## config.mk

```make
export PLATFORM = sky130hd
export DESIGN_NAME = fibo_seq_engine
export DESIGN_NICKNAME = d
export VERILOG_FILES = /design/src/rtl/fibo_pkg.sv /design/src/rtl/fibo_add_ovf.sv /design/src/rtl/fibo_seq_engine.sv
export SDC_FILE = /design/constraint.sdc
export NUM_CORES = 1
export LEC_CHECK = 0
export ABC_AREA = 1
export BUFFER_PORTS_ARGS = -buffer_cell sky130_fd_sc_hd__buf_2
export CAP_MARGIN = 20
export CORE_ASPECT_RATIO = 2
export CORE_MARGIN = 2
export CORE_UTILIZATION = 45
export CTS_BUF_LIST = sky130_fd_sc_hd__clkbuf_4 sky130_fd_sc_hd__clkbuf_8 sky130_fd_sc_hd__clkbuf_16
export CTS_CLUSTER_SIZE = 28
export DETAILED_ROUTE_END_ITERATION = 10
export PLACE_DENSITY = 0.71
export RECOVER_POWER = 25
export SLEW_MARGIN = 10
export SYNTH_ARGS = -nofsm -noshare
export SYNTH_HDL_FRONTEND = slang
export SYNTH_HIERARCHICAL = 1
export SYNTH_SLANG_ARGS = --single-unit
export TNS_END_PERCENT = 5
```

## constraint.sdc

```tcl
create_clock -name CLK -period 1.86 [get_ports CLK]
set_clock_uncertainty 0.15 [all_clocks]
set_input_delay 0.093 -clock CLK [delete_from_list [all_inputs] [get_ports CLK]]
set_output_delay 0.093 -clock CLK [all_outputs]
set_load 0.01 [all_outputs]
```

## src/rtl/fibo_pkg.sv

```systemverilog
// Shared types and constants for the Fibonacci/Lucas sequence engine.
package fibo_pkg;

  // Control FSM states.
  typedef enum logic {
    ST_IDLE = 1'b0,
    ST_RUN  = 1'b1
  } state_t;

  // Output mode selected by the MODE input.
  localparam logic MODE_FINAL  = 1'b0;  // report only the final term
  localparam logic MODE_STREAM = 1'b1;  // stream every term over valid/ready

  // Sequence seeds: term(0) and term(1).
  localparam int FIB_S0 = 0;
  localparam int FIB_S1 = 1;
  localparam int LUC_S0 = 2;
  localparam int LUC_S1 = 1;

endpackage : fibo_pkg

```

## src/rtl/fibo_add_ovf.sv

```systemverilog
// WIDTH-bit adder with carry-out; the carry marks a sum that does not fit.
module fibo_add_ovf #(
  parameter int WIDTH = 16
) (
  input  logic [WIDTH-1:0] a,
  input  logic [WIDTH-1:0] b,
  output logic [WIDTH-1:0] sum,
  output logic             carry
);

  // Widen by one bit so the carry falls out of the same addition.
  assign {carry, sum} = {1'b0, a} + {1'b0, b};

endmodule : fibo_add_ovf

```

## src/rtl/fibo_seq_engine.sv

```systemverilog
// Fibonacci/Lucas sequence engine: computes term N at WIDTH bits with
// overflow saturation, optionally streaming every term over valid/ready.
module fibo_seq_engine
  import fibo_pkg::*;
#(
  parameter int WIDTH = 16,
  parameter int NW    = 5
) (
  input  logic             CLK,
  input  logic             RST,
  input  logic             START,
  input  logic             ABORT,
  input  logic [NW-1:0]    N,
  input  logic             MODE,
  input  logic             LUCAS,
  output logic             BUSY,
  output logic             DONE,
  output logic [WIDTH-1:0] RESULT,
  output logic             OVF,
  output logic             TERM_VALID,
  input  logic             TERM_READY,
  output logic [WIDTH-1:0] TERM_DATA,
  output logic [NW-1:0]    TERM_IDX
);

  localparam logic [WIDTH-1:0] FIB0 = WIDTH'(FIB_S0);
  localparam logic [WIDTH-1:0] FIB1 = WIDTH'(FIB_S1);
  localparam logic [WIDTH-1:0] LUC0 = WIDTH'(LUC_S0);
  localparam logic [WIDTH-1:0] LUC1 = WIDTH'(LUC_S1);

  state_t           state_q, state_d;
  logic [WIDTH-1:0] a_q, a_d;          // term(k)
  logic [WIDTH-1:0] b_q, b_d;          // term(k+1)
  logic [NW-1:0]    k_q, k_d;
  logic             b_ovf_q, b_ovf_d;  // term(k+1) did not fit
  logic [NW-1:0]    n_q, n_d;
  logic             mode_q, mode_d;
  logic [WIDTH-1:0] result_q, result_d;
  logic             ovf_q, ovf_d;
  logic             done_q, done_d;

  logic [WIDTH-1:0] sum;
  logic             carry;
  logic             advance;

  fibo_add_ovf #(.WIDTH(WIDTH)) u_add (
    .a     (a_q),
    .b     (b_q),
    .sum   (sum),
    .carry (carry)
  );

  // In stream mode a step waits for the consumer; otherwise step every cycle.
  assign advance = (mode_q == MODE_FINAL) || TERM_READY;

  // Next-state, datapath and completion decisions.
  always_comb begin
    // NOTE: every target gets a default first so no path leaves it unassigned
    // (which would infer a latch).
    state_d  = state_q;
    a_d      = a_q;
    b_d      = b_q;
    k_d      = k_q;
    b_ovf_d  = b_ovf_q;
    n_d      = n_q;
    mode_d   = mode_q;
    result_d = result_q;
    ovf_d    = ovf_q;
    done_d   = 1'b0;

    case (state_q)
      ST_IDLE: begin
        if (START && !ABORT) begin
          n_d      = N;
          mode_d   = MODE;
          a_d      = LUCAS ? LUC0 : FIB0;
          b_d      = LUCAS ? LUC1 : FIB1;
          k_d      = '0;
          b_ovf_d  = 1'b0;
          result_d = '0;
          ovf_d    = 1'b0;
          state_d  = ST_RUN;
        end
      end
      ST_RUN: begin
        if (ABORT) begin
          state_d = ST_IDLE;
        end else if (advance) begin
          // Target reached is tested before overflow so an exact final term
          // is reported even when its successor would not fit.
          if (k_q == n_q) begin
            result_d = a_q;
            ovf_d    = 1'b0;
            done_d   = 1'b1;
            state_d  = ST_IDLE;
          end else if (b_ovf_q) begin
            result_d = '1;
            ovf_d    = 1'b1;
            done_d   = 1'b1;
            state_d  = ST_IDLE;
          end else begin
            a_d     = b_q;
            b_d     = sum;
            b_ovf_d = carry;
            k_d     = k_q + NW'(1);
          end
        end
      end
      default: state_d = ST_IDLE;
    endcase
  end

  // State and datapath registers with synchronous reset.
  always_ff @(posedge CLK) begin
    // NOTE: sequential state uses non-blocking assignments so every register
    // samples pre-edge values regardless of statement order.
    if (RST) begin
      state_q  <= ST_IDLE;
      a_q      <= '0;
      b_q      <= '0;
      k_q      <= '0;
      b_ovf_q  <= 1'b0;
      n_q      <= '0;
      mode_q   <= MODE_FINAL;
      result_q <= '0;
      ovf_q    <= 1'b0;
      done_q   <= 1'b0;
    end else begin
      state_q  <= state_d;
      a_q      <= a_d;
      b_q      <= b_d;
      k_q      <= k_d;
      b_ovf_q  <= b_ovf_d;
      n_q      <= n_d;
      mode_q   <= mode_d;
      result_q <= result_d;
      ovf_q    <= ovf_d;
      done_q   <= done_d;
    end
  end

  assign BUSY       = (state_q == ST_RUN);
  assign DONE       = done_q;
  assign RESULT     = result_q;
  assign OVF        = ovf_q;
  assign TERM_VALID = BUSY && (mode_q == MODE_STREAM);
  assign TERM_DATA  = a_q;
  assign TERM_IDX   = k_q;

endmodule : fibo_seq_engine

```

==> impl_metrics.ini, run 1 <==
[sta]
tightest_slew_ns = 0.405
fin_crit_ns = 1.88
hold_viol_final = 0
setup_viol = 2
layout_setup_ws_ns = -0.0197
max_freq_mhz = 532
min_period_over_period = 1.01
slew_viol_final = 0
rsz0062_at_grt = yes
hold_ws_ns = 0.0196
timing.slew.headroom = 0.730

[floorplan]
core_area_um2 = 8590
pin_count = 53
fp.dieH_um = 136
die_w_um = 70.1
die_area_um2 = 9550
initial_core_util = 0.458
num_rows = 48

[power_and_ir_drop]
worst_ir_drop_vdd_uv = 457
power.density_nw_per_um2 = 774
p_leak_nw = 2.59

[global_routing]
grt_max_degree = 38
antenna_found_initial = 0
gr-usage-all-layers = 0.230
grt-ovfl-total = 0
grt_pass1_vias = 3842
grt_first_pass_wirelength_um = 17500

[worst_setup_path]
end_kind = flip-flop
crit_family = simple AND/OR/NAND/NOR gates
cpMostUsedCell = nand2_1
arrival_ns = 1.96
crit_chain = ha_1 -> or2_1 -> nand3_1 -> nand2_2 -> nand2_2 -> nand2_1 -> nand2_1 -> nand2_1 -> nand2_1 -> inv_1 -> nor2_1 -> nor2_1
worstPathRequired_ns = 1.94
cpMaxStageDelayCell = dfxtp_1
slowest_delay_ns = 0.32
start_kind = flip-flop
critical_path_class = reg2reg
crit_path_max_fanout = 3
path_buf_inv = 1

[route]
firstDrtPassIters = 5
vias = 4015
ant_nets = 0
drt_iter0_drc = 288
wl_um = 10800
via_per_inst = 5.01
drc = 0
routedWlPerCell_um = 13.5

[place]
globalplace.congestion = 0.886
dpl.hpwl_um = 7550
dpl-instance-area_um2 = 4430
place_inst = 776
placement.io_buffers = 52
pre_cts_ws_ns = -0.0840

[worst_hold_path]
hold_class = in2reg

[run_status]
violations = setup timing
status = finished, violations left

[cells_and_area]
n_fill_cell = 837
area_growth_pct = 25.3
n_antenna_cell = 0
design_area_um2 = 4930
mostFrequentLayoutCell = nand2_1
nets = 726
fin_cells = 801
final_cell_mix = nand2_1, nor2_1, inv_1
layout-drive-gt1-share = 0.224

[clock_network]
root_buffer = clkbuf_16
cts_buffer_depth = 2
numCtsBuffers = 9
cts_tree = built
clk_latency_ns = 0.34
clk_pin_slew_ns = 0.05
htreeDepth = 3
clock-sinks = 63

[yosys]
ys.flop_type = dfxtp_1
ys_seq_elements = 63
async_reset_ff_frac = 0
synthDistinctLibCells = 36
synth_nets = 646
synth_edf_count = 0
syn_inst = 616
synth.cell_area_um2 = 3940
synth_area_per_cell_um2 = 6.39
ys.warnings.count = 6
seq_area_frac_synth = 0.321

[flow_run]
maxCapViolations = 0
==> metrics by stage <==
| stage | setup TNS [ns] | util | power (mW) |
|---|---|---|---|
| 2_1_floorplan | 0 | - | 1.93 |
| 3_3_place_gp | -0.0733 | 0.515 | 2.11 |
| 3_5_place_dp | -0.749 | 0.515 | 2.12 |
| 4_1_cts | -0.00419 | 0.566 | 3.84 |
| 5_1_grt | -1.18 | 0.574 | 3.99 |
| 6_report | -0.0215 | 0.574 | 3.82 |
==> final timing paths <==
kind	startpoint	to	slack (ns)	cells past startpoint
max	b_q[2]$_SDFFE_PP0P_	b_q[15]$_SDFFE_PP0P_	-0.02	12
max reg2reg	b_q[2]$_SDFFE_PP0P_	b_q[15]$_SDFFE_PP0P_	-0.02	12
min reg2reg	OVF$_SDFFE_PP0P_	OVF$_SDFFE_PP0P_	0.31	2
min	TERM_READY	BUSY$_SDFF_PP0_	0.02	4
==> per-layer routing <==
metal / GRT usage / vias up / part of all wire
met3: 0.0467 / 30 / 0.049
met2: 0.417 / 109 / 0.53
met4: 0.141 / 0 / 0.045
met5: 0 / - / 0
met1: 0.239 / 1828 / 0.38
li1: - / 2048 / -
==> area by class of cell <==
cell class	instances	area, um2	area share
multi-input combinational	437	2290	0.465
inverter	90	342	0.0693
timing repair buffer	94	586	0.119
sequential	63	1280	0.259
clock buffer	12	254	0.0515
timing repair inverter	1	7.51	0.00152
clock inverter	4	45.0	0.00913
tap	100	125	0.0254
==> worst reg2reg max path: cells and delay by family (launching register included) <==
kind                       cells  cell delay (ns)
adders and majority gates      1             0.31
DFF                            1             0.32
and+or+nand+nor               10             0.97
buffers and inverters          1             0.03
==> cells in the mapped netlist (2+ instances only) <==
library cell  instances  area share
nor2_2                2      0.0032
nor3_1                2      0.0025
clkbuf_1             10      0.0095
nor3_2                4       0.010
o21ai_0              10       0.013
ha_1                 17       0.054
nand3_2               9       0.023
a21oi_1              41       0.052
nand3_1              33       0.042
buf_6                 6       0.017
nand2_2               9       0.014
nor2_1              102       0.097
buf_2                 8       0.010
inv_1                83       0.079
inv_2                 6      0.0057
xnor2_1               2      0.0045
nand3_4               2      0.0089
xor2_1                8       0.018
nand2_1             177        0.17
dfxtp_1              63        0.32
nand3b_1              7       0.013
==> repair_timing <==
item                       in CTS  in global routing
gates cloned                    0                  1
resized for setup              12                 28
buffers inserted                1                  0
hold endpoints to repair        7                  0
pin swaps                       2                  9
setup endpoints to repair      23                 29
hold buffers                    7                  0
==> logic make-up after synthesis <==
logic type | after synthesis | share of synthesized area
compound gates | 56 | 0.0741
flops | 63 | 0.321
buf+inv | 116 | 0.128
simple gates | 353 | 0.396
xor+xnor | 10 | 0.0223
fa+ha+maj | 18 | 0.0591
==> state kept, by name (all words and copies together) (netlist names) <==
signal and flops:
BUSY 1, DONE 1, OVF 1, RESULT 16
TERM_DATA 16, TERM_IDX 5, b_ovf_q 1, b_q 16
mode_q 1, n_q 5
==> where the power goes <==
group          internal (mW)  leakage, nW  switching (mW)  total, mW
registers               1.43        0.520          0.0511       1.48
logic                  0.248         1.91           0.402      0.650
clock network           1.09        0.153           0.595       1.69
total                   2.77         2.59            1.05       3.82
(Power assumes the default switching activity.)
==> run 2, diff against run 1 <==
--- a/config.mk
+++ b/config.mk
@@ -11,7 +11,7 @@
 export CORE_ASPECT_RATIO = 2
 export CORE_MARGIN = 2
 export CORE_UTILIZATION = 45
-export CTS_BUF_LIST = sky130_fd_sc_hd__clkbuf_4 sky130_fd_sc_hd__clkbuf_8 sky130_fd_sc_hd__clkbuf_16
+export CTS_BUF_LIST = sky130_fd_sc_hd__clkbuf_2 sky130_fd_sc_hd__clkbuf_4 sky130_fd_sc_hd__clkbuf_8
 export CTS_CLUSTER_SIZE = 28
 export DETAILED_ROUTE_END_ITERATION = 10
 export PLACE_DENSITY = 0.71
==> constraint.sdc (replaced) <==
create_clock -name CLK -period 1.86 [get_ports CLK]
set_clock_uncertainty 0.15 [all_clocks]
set_input_delay 0.558 -clock CLK [delete_from_list [all_inputs] [get_ports CLK]]
set_output_delay 0.558 -clock CLK [all_outputs]
set_load 0.01 [all_outputs]
==> run 2 against run 1 <==
  * The flow still finishes with violations (setup timing)
  * Register-to-register slack better by 0.02 ns
  * Setup slack better by 0.016 ns
  * Highest routed layer unchanged
  * Sequential share of layout area is 0.21 points higher
  * Clock-buffer cell count is 2 lower
  * Sequential cell count stayed put
  * First-iteration DRC count is 24% lower
  * Global-route usage is 0.53 points lower
  * Clock power is 21% lower
==> impl_metrics.ini, run 2 (same netlist as run 1, synthesis figures left out) <==
[floorplan]
initial_core_util = 0.458
fp.dieH_um = 136
pin_count = 53
num_rows = 48
die_w_um = 70.1
die_area_um2 = 9550
core_area_um2 = 8590

[clock_network]
clk_pin_slew_ns = 0.08
root_buffer = clkbuf_8
htreeDepth = 3
cts_tree = built
cts_buffer_depth = 2
clk_latency_ns = 0.36
clock-sinks = 63
numCtsBuffers = 9

[cells_and_area]
layout-drive-gt1-share = 0.239
fin_cells = 799
n_antenna_cell = 0
n_fill_cell = 857
mostFrequentLayoutCell = nand2_1
multi_input_area_um2 = 2310
nets = 724
utilization = 0.568
regArea_um2 = 1270
design_area_um2 = 4880
area_growth_pct = 23.9
final_cell_mix = nand2_1, nor2_1, inv_1

[sta]
setup_viol = 3
hold_ws_ns = 0.278
layout_setup_ws_ns = -0.00382
min_period_over_period = 1.00
timing.slew.headroom = 0.778
hold_viol_final = 0
rsz0062_at_grt = yes
tightest_slew_ns = 0.333
slew_viol_final = 0
fin_crit_ns = 1.86
max_freq_mhz = 537

[route]
routedWlPerCell_um = 13.5
vias = 3987
drc = 0
firstDrtPassIters = 4
wl_um = 10800
via_per_inst = 4.99
drt_iter0_drc = 220
ant_nets = 0

[worst_hold_path]
holdPathStages = 3
hold_start = N[0]
hold_path_end = n_q[0]$_SDFFE_PP0P_
hold_class = in2reg

[place]
dpl.hpwl_um = 7670
pre_cts_ws_ns = -0.0559
placement.io_buffers = 52
place_inst = 782
dpl-instance-area_um2 = 4510
globalplace.congestion = 0.876

[worst_setup_path]
crit_family = simple AND/OR/NAND/NOR gates
cpMaxStageDelayCell = fa_2
arrival_ns = 1.94
crit_path_max_fanout = 3
path_buf_inv = 0
end_kind = flip-flop
worst_r2r_path_depth = 11
slowest_delay_ns = 0.37
start_kind = flip-flop
worstPathRequired_ns = 1.94
r2r_end = b_ovf_q$_SDFFE_PP0P_
r2r-start = b_q[0]$_SDFFE_PP0P_
critical_path_class = reg2reg
crit_chain = ha_4 -> fa_2 -> nand2_2 -> nand2_2 -> and2_4 -> nand3_2 -> nand3_2 -> nand2_1 -> nand2_1 -> a31oi_1 -> nor3_1
reg2reg_slack_ns = -0.004

[global_routing]
gr-usage-all-layers = 0.225
grt-ovfl-total = 0
grt_max_degree = 38
grt_first_pass_wirelength_um = 17000
grt_pass1_vias = 3760
antenna_found_initial = 0

[power_and_ir_drop]
p_leak_nw = 2.57
power.density_nw_per_um2 = 709
p_sw_mw = 1.02
pwr-share-clk = 0.385
power_frac_seq = 0.427
worst_ir_drop_vdd_uv = 482
p_sw_frac = 0.294
p_comb_frac = 0.188
p_int_mw = 2.44

[run_status]
violations = setup timing
status = finished, violations left

[flow_run]
maxCapViolations = 0
## run 2: stage by stage
step           total power [mW]  setup TNS, ns
2_1_floorplan              1.93              0
3_3_place_gp               2.13        -0.0274
3_5_place_dp               2.14         -0.720
4_1_cts                    3.48        -0.0721
5_1_grt                    3.63         -0.765
6_report                   3.46        -0.0101
## run 2: repair_timing
item                                    CTS  global route
buffers inserted                          0             1
endpoints found under the setup margin   20            56
pin swaps                                 2            12
resized for setup                         6            41
hold buffers                              0             0
## run 2: per-layer routing
| metal | global-route usage | up-vias | wire [um] |
|---|---|---|---|
| met5 | 0 | - | 0 |
| met4 | 0.139 | 0 | 533 |
| met3 | 0.0348 | 35 | 344 |
| met2 | 0.414 | 93 | 5690 |
| met1 | 0.235 | 1815 | 4190 |
| li1 | - | 2044 | - |
## run 2: worst max path at each step
stage / startpoint / to / slack, ns / cells after the start
after floorplan: TERM_DATA[0]$_SDFFE_PP0P_ / b_ovf_q$_SDFFE_PP0P_ / 0.01 / 11
after global placement: TERM_DATA[0]$_SDFFE_PP0P_ / b_q[10]$_SDFFE_PP0P_ / -0.009 / 14
after detailed placement: ABORT / b_q[14]$_SDFFE_PP0P_ / -0.06 / 8
after CTS: TERM_DATA[13]$_SDFFE_PP0P_ / b_q[14]$_SDFFE_PP0P_ / -0.04 / 8
after global routing: b_q[0]$_SDFFE_PP0P_ / b_q[10]$_SDFFE_PP0P_ / -0.14 / 14
final: b_q[0]$_SDFFE_PP0P_ / b_ovf_q$_SDFFE_PP0P_ / -0.004 / 11
## run 2: worst min-delay path, delay by kind of cell
kind	cells	cell delay, ns
simple gates	2	0.12
buf+inv	1	0.07
## run 2: cell type report
| cell class | count | share of cell area |
|---|---|---|
| Clock buffer | 10 | 0.0269 |
| Sequential cell | 63 | 0.261 |
| Clock inverter | 6 | 0.0174 |
| Inverter | 90 | 0.0698 |
| Multi-Input combinational cell | 437 | 0.474 |
| Tap cell | 100 | 0.0257 |
| Timing Repair Buffer | 93 | 0.125 |
## run 2: power by group through the flow
stage	clock network, mW	registers [mW]	logic, mW
6_report	1.33	1.47	0.650
5_1_grt	1.42	1.49	0.728
4_1_cts	1.36	1.47	0.646
3_5_place_dp	0	1.50	0.637
3_3_place_gp	0	1.50	0.628
2_1_floorplan	0	1.52	0.409
